<file path="config.mk">
export PLATFORM = sky130hd
export DESIGN_NAME = mips_multicycle_control
export DESIGN_NICKNAME = d
export VERILOG_FILES = /design/src/rtl/mips_multicycle_control.sv
export SDC_FILE = /design/constraint.sdc
export NUM_CORES = 1
export LEC_CHECK = 0
export ABC_CLOCK_PERIOD_IN_PS = 1650
export CAP_MARGIN = 20
export CORE_MARGIN = 4
export CORE_UTILIZATION = 40
export DETAILED_ROUTE_END_ITERATION = 6
export PLACE_DENSITY = 0.79
export SLEW_MARGIN = 40
export SYNTH_ARGS = -nofsm -noshare
export SYNTH_HDL_FRONTEND = slang
export SYNTH_SLANG_ARGS = --single-unit
</file>
<file path="constraint.sdc">
create_clock -name i_clk -period 1.65 [get_ports i_clk]
set_input_delay 0.165 -clock i_clk [delete_from_list [all_inputs] [get_ports i_clk]]
set_output_delay 0.165 -clock i_clk [all_outputs]
set_load 0.02 [all_outputs]
</file>
<file path="src/rtl/mips_multicycle_control.sv">
// Main control FSM for the multi-cycle MIPS datapath: fetch, decode, execute,
// memory and write-back over one shared memory port, with access timeout and illegal-opcode flag.
module mips_multicycle_control #(
    parameter bit ENABLE_ANDI = 1'b1,
    parameter int MEM_TIMEOUT = 0,
    parameter int CNT_W       = 8
) (
    input  logic       i_clk,
    input  logic       i_reset,
    input  logic [5:0] i_opcode,
    input  logic       i_jr,
    input  logic       i_mem_ready,
    output logic       o_pc_write,
    output logic       o_pc_write_cond,
    output logic       o_iord,
    output logic       o_mem_read,
    output logic       o_mem_write,
    output logic       o_ir_write,
    output logic       o_mem_to_reg,
    output logic       o_reg_dst,
    output logic       o_reg_write,
    output logic       o_alu_src_a,
    output logic [1:0] o_alu_src_b,
    output logic [1:0] o_alu_op,
    output logic [1:0] o_pc_source,
    output logic       o_illegal_op,
    output logic       o_bus_error,
    output logic [3:0] o_state
);

    // state | meaning: FETCH/MEMRD/MEMWR wait on memory; DECODE dispatches by opcode;
    // MEMADR/EXEC/BRANCH/IMMEX drive the ALU; MEMWB/ALUWB/IMMWB write registers; JUMP loads PC.
    localparam logic [3:0] S_FETCH  = 4'd0;
    localparam logic [3:0] S_DECODE = 4'd1;
    localparam logic [3:0] S_MEMADR = 4'd2;
    localparam logic [3:0] S_MEMRD  = 4'd3;
    localparam logic [3:0] S_MEMWB  = 4'd4;
    localparam logic [3:0] S_MEMWR  = 4'd5;
    localparam logic [3:0] S_EXEC   = 4'd6;
    localparam logic [3:0] S_ALUWB  = 4'd7;
    localparam logic [3:0] S_BRANCH = 4'd8;
    localparam logic [3:0] S_JUMP   = 4'd9;
    localparam logic [3:0] S_IMMEX  = 4'd10;
    localparam logic [3:0] S_IMMWB  = 4'd11;

    localparam logic [5:0] OP_RTYPE = 6'd0;
    localparam logic [5:0] OP_J     = 6'd2;
    localparam logic [5:0] OP_BEQ   = 6'd4;
    localparam logic [5:0] OP_ADDI  = 6'd8;
    localparam logic [5:0] OP_ANDI  = 6'd12;
    localparam logic [5:0] OP_LW    = 6'd35;
    localparam logic [5:0] OP_SW    = 6'd43;

    localparam logic [CNT_W-1:0] TIMEOUT_C = CNT_W'(MEM_TIMEOUT);

    logic [3:0]       r_state;
    logic [3:0]       w_next;
    logic [CNT_W-1:0] r_wait_cnt;
    logic             w_wait_state;
    logic             w_timeout;
    logic             w_legal;

    assign w_wait_state = (r_state == S_FETCH) || (r_state == S_MEMRD) || (r_state == S_MEMWR);
    assign w_timeout    = (MEM_TIMEOUT != 0) && w_wait_state && !i_mem_ready &&
                          (r_wait_cnt == TIMEOUT_C);
    assign o_state      = r_state;

    always_comb begin
        w_legal = 1'b0;
        case (i_opcode)
            OP_RTYPE, OP_J, OP_BEQ, OP_ADDI, OP_LW, OP_SW: w_legal = 1'b1;
            OP_ANDI:                                       w_legal = ENABLE_ANDI;
            default:                                       w_legal = 1'b0;
        endcase
    end

    // Counter clears on every state change, so each wait state starts its count at zero.
    always_ff @(posedge i_clk) begin
        if (i_reset) begin
            r_state    <= S_FETCH;
            r_wait_cnt <= '0;
        end else begin
            r_state <= w_next;
            if ((w_next != r_state) || w_timeout) begin
                r_wait_cnt <= '0;
            end else if (w_wait_state && !i_mem_ready) begin
                r_wait_cnt <= r_wait_cnt + 1'b1;
            end
        end
    end

    always_comb begin
        w_next = r_state;
        case (r_state)
            S_FETCH: begin
                if (w_timeout)        w_next = S_FETCH;
                else if (i_mem_ready) w_next = S_DECODE;
            end
            S_DECODE: begin
                case (i_opcode)
                    OP_RTYPE:     w_next = S_EXEC;
                    OP_LW, OP_SW: w_next = S_MEMADR;
                    OP_BEQ:       w_next = S_BRANCH;
                    OP_J:         w_next = S_JUMP;
                    OP_ADDI:      w_next = S_IMMEX;
                    OP_ANDI:      w_next = ENABLE_ANDI ? S_IMMEX : S_FETCH;
                    default:      w_next = S_FETCH;
                endcase
            end
            S_MEMADR: w_next = (i_opcode == OP_LW) ? S_MEMRD : S_MEMWR;
            S_MEMRD: begin
                if (w_timeout)        w_next = S_FETCH;
                else if (i_mem_ready) w_next = S_MEMWB;
            end
            S_MEMWR: begin
                if (w_timeout || i_mem_ready) w_next = S_FETCH;
            end
            S_EXEC:   w_next = i_jr ? S_FETCH : S_ALUWB;
            S_IMMEX:  w_next = S_IMMWB;
            default:  w_next = S_FETCH;
        endcase
    end

    always_comb begin
        o_pc_write      = 1'b0;
        o_pc_write_cond = 1'b0;
        o_iord          = 1'b0;
        o_mem_read      = 1'b0;
        o_mem_write     = 1'b0;
        o_ir_write      = 1'b0;
        o_mem_to_reg    = 1'b0;
        o_reg_dst       = 1'b0;
        o_reg_write     = 1'b0;
        o_alu_src_a     = 1'b0;
        o_alu_src_b     = 2'b00;
        o_alu_op        = 2'b00;
        o_pc_source     = 2'b00;
        o_illegal_op    = 1'b0;
        o_bus_error     = 1'b0;
        case (r_state)
            S_FETCH: begin
                o_mem_read  = 1'b1;
                o_alu_src_b = 2'b01;
                o_ir_write  = i_mem_ready;
                o_pc_write  = i_mem_ready;
            end
            S_DECODE: begin
                o_alu_src_b  = 2'b11;
                o_illegal_op = !w_legal;
            end
            S_MEMADR: begin
                o_alu_src_a = 1'b1;
                o_alu_src_b = 2'b10;
            end
            S_MEMRD: begin
                o_iord     = 1'b1;
                o_mem_read = 1'b1;
            end
            S_MEMWB: begin
                o_mem_to_reg = 1'b1;
                o_reg_write  = 1'b1;
            end
            S_MEMWR: begin
                o_iord      = 1'b1;
                o_mem_write = 1'b1;
            end
            S_EXEC: begin
                o_alu_src_a = 1'b1;
                o_alu_op    = 2'b10;
                if (i_jr) begin
                    o_pc_source = 2'b11;
                    o_pc_write  = 1'b1;
                end
            end
            S_ALUWB: begin
                o_reg_dst   = 1'b1;
                o_reg_write = 1'b1;
            end
            S_BRANCH: begin
                o_alu_src_a     = 1'b1;
                o_alu_op        = 2'b01;
                o_pc_write_cond = 1'b1;
                o_pc_source     = 2'b01;
            end
            S_JUMP: begin
                o_pc_source = 2'b10;
                o_pc_write  = 1'b1;
            end
            S_IMMEX: begin
                o_alu_src_a = 1'b1;
                o_alu_src_b = 2'b10;
                o_alu_op    = (i_opcode == OP_ANDI) ? 2'b11 : 2'b00;
            end
            S_IMMWB: o_reg_write = 1'b1;
            default: ;
        endcase
        if (w_timeout) begin
            o_bus_error = 1'b1;
            o_mem_read  = 1'b0;
            o_mem_write = 1'b0;
            o_ir_write  = 1'b0;
            o_pc_write  = 1'b0;
        end
        // Reset suppresses every write so an interrupted instruction leaves no side effects.
        if (i_reset) begin
            o_pc_write      = 1'b0;
            o_pc_write_cond = 1'b0;
            o_mem_read      = 1'b0;
            o_mem_write     = 1'b0;
            o_ir_write      = 1'b0;
            o_reg_write     = 1'b0;
            o_illegal_op    = 1'b0;
            o_bus_error     = 1'b0;
        end
    end

endmodule

</file>
==> results of run 1 <==
-- cell families (layout without fill, tap and decap cells) --
| logic type | Yosys count | after routing | synth area share [%] |
|---|---|---|---|
| XOR/XNOR | 3 | 3 | 3.93 |
| other | 1 | 1 | 0.561 |
| buffers and inverters | 13 | 70 | 11.8 |
| AO/OA/AOI/OAI | 25 | 25 | 26.2 |
| flip-flops | 4 | 4 | 12.0 |
| AND/OR/NAND/NOR | 51 | 51 | 45.5 |
-- worst max-delay path, cell delays in order (launching register included) --
cell             delay (ns)
dfxtp_4                0.38
buf_4                  0.15
inv_1                  0.09
buf_4                  0.12
and3_1                 0.18
clkdlybuf4s15_2        0.27
-- power by group --
| group | leakage [nW] | total [W] | switching [W] | internal (W) |
|---|---|---|---|---|
| Combinational | 0.536 | 0.000197 | 0.0000968 | 0.0000999 |
| Clock | 0.0138 | 0.000116 | 0.0000348 | 0.0000810 |
| Sequential | 0.0349 | 0.000105 | 0.00000684 | 0.0000978 |
-- cell type report --
type	count	area (sq um)
inverter	2	7.51
clock buffer	3	22.5
sequential	4	90.1
multi-input combinational	80	551
timing repair buffer	65	499
fill	124	352
tap	16	20.0
-- layer usage --
layer / global-route usage [%] / vias up
met5: 0 / -
met4: 9.87 / 0
met3: 2.75 / 8
met2: 38.3 / 29
met1: 22.5 / 465
li1: - / 471
-- stage by stage --
| step | hold WS [ns] | area [sq um] | instances |
|---|---|---|---|
| after global routing | 0.514 | 1190 | 170 |
| after floorplan | 0.336 | 678 | 97 |
| after global placement | 0.697 | 1190 | 167 |
| final | 0.480 | 1190 | 170 |
| after CTS | 0.618 | 1210 | 170 |
| after detailed placement | 0.727 | 1190 | 167 |
-- placed cells by master, fill, tap and decap left out, drive strengths merged, types with 2 or more instances in the layout --
cell type,synthesis,layout
nor3,5,5
a31oi,2,2
or4,2,2
nor2,9,9
a21oi,6,6
nand2b,7,7
a22o,2,2
clkbuf,1,10
and3,5,5
a211oi,2,2
dlygate4sd2,0,5
buf,10,42
dfxtp,4,4
o22ai,3,3
nor2b,6,6
nand4,2,2
dlymetal6s2s,0,3
nor3b,2,2
nand2,5,5
nand3b,2,2
clkdlybuf4s50,0,7
nand3,2,2
o21ai,5,5
xor2,2,2
inv,2,2
-- timing repair --
| item | CTS | global route |
|---|---|---|
| pin swaps | 1 | 0 |
| resized for setup | 51 | 26 |
| setup endpoints to repair | 19 | 17 |
-- worst max-delay path by stage --
| stage | start | cells after the start | slack [ns] | endpoint |
|---|---|---|---|---|
| 2_1_floorplan | o_state[1]$_SDFFE_PP0P_ | 4 | 0.0001 | o_pc_write_cond |
| 3_3_place_gp | i_opcode[3] | 5 | -0.50 | o_alu_op[0] |
| 3_5_place_dp | i_opcode[3] | 5 | -0.56 | o_alu_op[0] |
| 4_1_cts | o_state[3]$_SDFFE_PP0P_ | 3 | 0.0004 | o_mem_read |
| 5_1_grt | o_state[3]$_SDFFE_PP0P_ | 5 | -0.002 | o_iord |
| 6_report | o_state[3]$_SDFFE_PP0P_ | 5 | 0.07 | o_iord |
-- synthesized netlist by cell type, drive strengths merged, types with 3 or more instances --
master	instances
a21oi	6
and3	5
buf	10
dfxtp	4
nand2	5
nand2b	7
nor2	9
nor2b	6
nor3	5
o21ai	5
o22ai	3
==> flow_metrics.tcl, run 1 <==
set metrics [dict create \
    status "complete, no violations" \
    antenna_left 0 \
    rrSetupSlack_ns 0.11 \
    clockBufferDepth 2 \
    critPathRequiredTime_ns 1.48 \
    rows 14 \
    post_cts_buffers 0 \
    syn_avg_cell_area_sq_um 6.89 \
    ys_types 38 \
    async_reset_ff_share_pct 0 \
    drt_iter0_markers 7 \
    synth_top_cells_by_area "dfxtp_1 12%, nand2b_1 6.6%, nor2b_1 5.6%, nor2_1 5.1%, and3_1 4.7%" \
    ios 32 \
    grt_pass1_wl_mm 4.06 \
    met1_length_microns 989 \
    setup_viol 0 \
    grt_max_degree 14 \
    timing.final.crit_share_pct 96.0 \
    setup_ws_ns 0.0668 \
    place_ws_ns -0.561 \
    ys.flop_type "dfxtp_1" \
    ys_ff_latch 4 \
    fmax_mhz 632 \
    hold_path_end "o_state[3]$_SDFFE_PP0P_" \
    port_buffers 30 \
    wl_met2_mm 1.33 \
    drcViolationCount 0 \
    grt_usage_pct 20.6 \
    critPathArrivalTime_ns 1.42 \
    synth_cells 97 \
    gr-total-overflow 0 \
    power_density_nw_per_um2 351 \
    start_util_pct 43.3 \
    crit_path_start_kind "flop" \
    clk_pin_slew_ns 0.04 \
    grt_pass1_vias 964 \
    skew_ns 0.000834 \
    cts_tree "built" \
    finalPower_w 0.000417 \
    clkSinkCount 4 \
    hold-path-cell-count 5 \
    synth_area_sq_um 668 \
    end_kind "output pin" \
    largest_reg_flops 4 \
    syn2layout_area_growth_pct 78.1 \
    synth_top_area_share_pct 12.0 \
    layout-drive-gt1-share_pct 44.2 \
    cts_buffers 3 \
    synth_edf_count 0 \
    dieArea_sq_um 2390 \
    rr_startpoint "o_state[2]$_SDFFE_PP0P_" \
    avgViaCountPerCell 5.72 \
    setup_tns_ns 0 \
    peakVddDrop_v 0.000317 \
    maxCapViolations 0 \
    yosys_warnings 0 \
    wirelength_mm 2.48 \
    yosysSeqAreaShare_pct 12.0 \
    first_pass_iters 4 \
    top_layer "met4" \
    vias 973 \
    hpwl_mm 1.97 \
    clk-insertion-delay-late_ns 0.22 \
    leakage_nw 0.585 \
    period_needed_ns 1.58 \
    syn-num-nets 107 \
    die_h_microns 48.9 \
    cts-hold-fix-buffers 0 \
    hold_start "i_opcode[3]" \
    r2r_cells 5 \
    hold_viol 0 \
    min-delay-path-class "input port to flop" \
    num_antenna_cells 0 \
    gp_congestion 0.840 \
    drv_slew 0 \
    ctsRootBufferMaster "clkbuf_4" \
    met3_wirelength_microns 86 \
    fp.coreArea_sq_um 1540 \
    antenna_found_initial 0 \
    wl_per_cell_microns 14.6 \
    utilization_pct 77.2 \
    htree_num_levels 1 \
    worstSetupPathType "flop to output pin" \
    critPathMaxFanout 11 \
    die_w_microns 48.9 \
    finalNetCount 166 \
    yosysTopAreaCell "dfxtp_1" \
    r2r-end "o_state[2]$_SDFFE_PP0P_" \
]
Power figures use the tool's default switching activity.
==> inputs of run 2 (changes only) <==
--- a/config.mk
+++ b/config.mk
@@ -7,10 +7,13 @@
 export LEC_CHECK = 0
 export ABC_CLOCK_PERIOD_IN_PS = 1650
 export CAP_MARGIN = 20
+export CELL_PAD_IN_SITES_DETAIL_PLACEMENT = 0
+export CELL_PAD_IN_SITES_GLOBAL_PLACEMENT = 1
+export CORE_ASPECT_RATIO = 1.2
 export CORE_MARGIN = 4
-export CORE_UTILIZATION = 40
+export CORE_UTILIZATION = 27
 export DETAILED_ROUTE_END_ITERATION = 6
-export PLACE_DENSITY = 0.79
+export PLACE_DENSITY_LB_ADDON = 0.1
 export SLEW_MARGIN = 40
 export SYNTH_ARGS = -nofsm -noshare
 export SYNTH_HDL_FRONTEND = slang
==> flow_metrics.tcl, run 2 (synthesis results as in run 1) <==
set metrics [dict create \
    dieArea_sq_um 3340 \
    cts_tree "built" \
    die_w_microns 53.4 \
    syn2layout_area_growth_pct 83.3 \
    rsz0062_at_grt "true" \
    setup_ws_ns 0.0569 \
    drt_iter0_markers 11 \
    layout-drive-gt1-share_pct 44.2 \
    rows 19 \
    clockBufferDepth 2 \
    htree_num_levels 1 \
    leakage_nw 0.572 \
    fmax_mhz 628 \
    drcViolationCount 0 \
    port_buffers 30 \
    grt_max_degree 14 \
    peakVddDrop_v 0.000378 \
    clk-insertion-delay-late_ns 0.24 \
    holdWs_ns 0.535 \
    clk_pin_slew_ns 0.04 \
    status "complete, no violations" \
    num_antenna_cells 0 \
    grt_pass1_vias 938 \
    maxCapViolations 0 \
    setup_viol 0 \
    cts_buffers 3 \
    final_cell_mix "39 x buf_4, 8 x nor2_1, 7 x nand2b_1, 7 x clkdlybuf4s50_1" \
    fp.coreArea_sq_um 2330 \
    grt_pass1_wl_mm 4.14 \
    worstSetupPathType "flop to output pin" \
    hold_viol 0 \
    timing.final.crit_share_pct 96.5 \
    gp_congestion 0.793 \
    hpwl_mm 1.97 \
    crit_path_start_kind "flop" \
    end_kind "output pin" \
    fill_cells 270 \
    ctsRootBufferMaster "clkbuf_4" \
    finalNetCount 168 \
    critPathRequiredTime_ns 1.48 \
    avgViaCountPerCell 4.98 \
    final_common_cell "buf_4" \
    final_cell_area_sq_um 1220 \
    post_cts_buffers 0 \
    wl_per_cell_microns 13.1 \
    wirelength_mm 2.45 \
    gr-total-overflow 0 \
    first_pass_iters 4 \
    place_area_sq_um 1220 \
    antenna_left 0 \
    ios 32 \
    die_h_microns 62.5 \
    start_util_pct 28.7 \
    clkSinkCount 4 \
    critPathArrivalTime_ns 1.43 \
    largest_reg_flops 4 \
    drv_slew 0 \
    finalPower_w 0.000434 \
    place_ws_ns -0.540 \
    vias 931 \
    skew_ns 0.00311 \
    antenna_found_initial 0 \
    utilization_pct 52.6 \
    grt_usage_pct 15.6 \
    power_density_nw_per_um2 355 \
    period_needed_ns 1.59 \
    critPathMaxFanout 7 \
    min-delay-path-class "input port to flop" \
]
==> run 2: cell count changes in the layout (fill, tap and decap cells not counted), moves of 2 or more <==
cell,previous run,this run
buf_4,34,39
clkbuf_2,7,5
clkdlybuf4s15_1,0,2
dlymetal6s2s_1,3,1
==> run 2: layout make-up <==
| class | instances | area [sq um] | share of cell area (%) |
|---|---|---|---|
| clock buffers | 3 | 22.5 | 1.84 |
| inverters | 2 | 7.51 | 0.613 |
| multi-input cells | 80 | 553 | 45.1 |
| flip-flops and latches | 4 | 88.8 | 7.25 |
| well taps | 31 | 38.8 | 3.17 |
| repair buffers | 67 | 514 | 42.0 |
==> run 2: repair_timing <==
item	4_1_cts	5_1_grt
hold buffers	0	0
endpoints found under the setup margin	19	16
resized for setup	59	20
pin swaps	3	1
hold endpoints to repair	0	0
==> run 2: path summary, 6_finish.rpt <==
check,startpoint,endpoint,slack [ns],cells past startpoint
min reg2reg,o_state[0]$_SDFFE_PP0P_,o_state[1]$_SDFFE_PP0P_,0.68,3
max,o_state[0]$_SDFFE_PP0P_,o_mem_to_reg,0.06,5
min,i_opcode[3],o_state[3]$_SDFFE_PP0P_,0.53,6
max reg2reg,o_state[2]$_SDFFE_PP0P_,o_state[2]$_SDFFE_PP0P_,0.14,5
==> run 2: layer usage <==
metal / vias up / wire length, microns / GRT usage, %
li1: 477 / - / -
met1: 427 / 1030 / 18.1
met2: 27 / 1300 / 29.4
met3: 0 / 128 / 3.10
met4: 0 / 0 / 0.958
met5: - / 0 / 0
==> run 2: where the power goes <==
group	internal [W]	total [W]	switching, W
sequential	0.0000977	0.000103	0.00000533
combinational	0.000107	0.000206	0.0000993
clock	0.0000816	0.000125	0.0000434
total	0.000286	0.000434	0.000148
==> run 2: per-stage QoR <==
step	setup TNS, ns	std cells
after floorplan	0	97
after global routing	-0.0705	187
after detailed placement	-4.13	184
final	0	187
after CTS	0	187
after global placement	-4.05	184
==> run 2: critical path, cell delays in order (launching register included) <==
cell	delay, ns
dfxtp_2	0.34
buf_4	0.16
nand2b_1	0.18
nor3_2	0.14
buf_4	0.13
clkdlybuf4s15_2	0.24
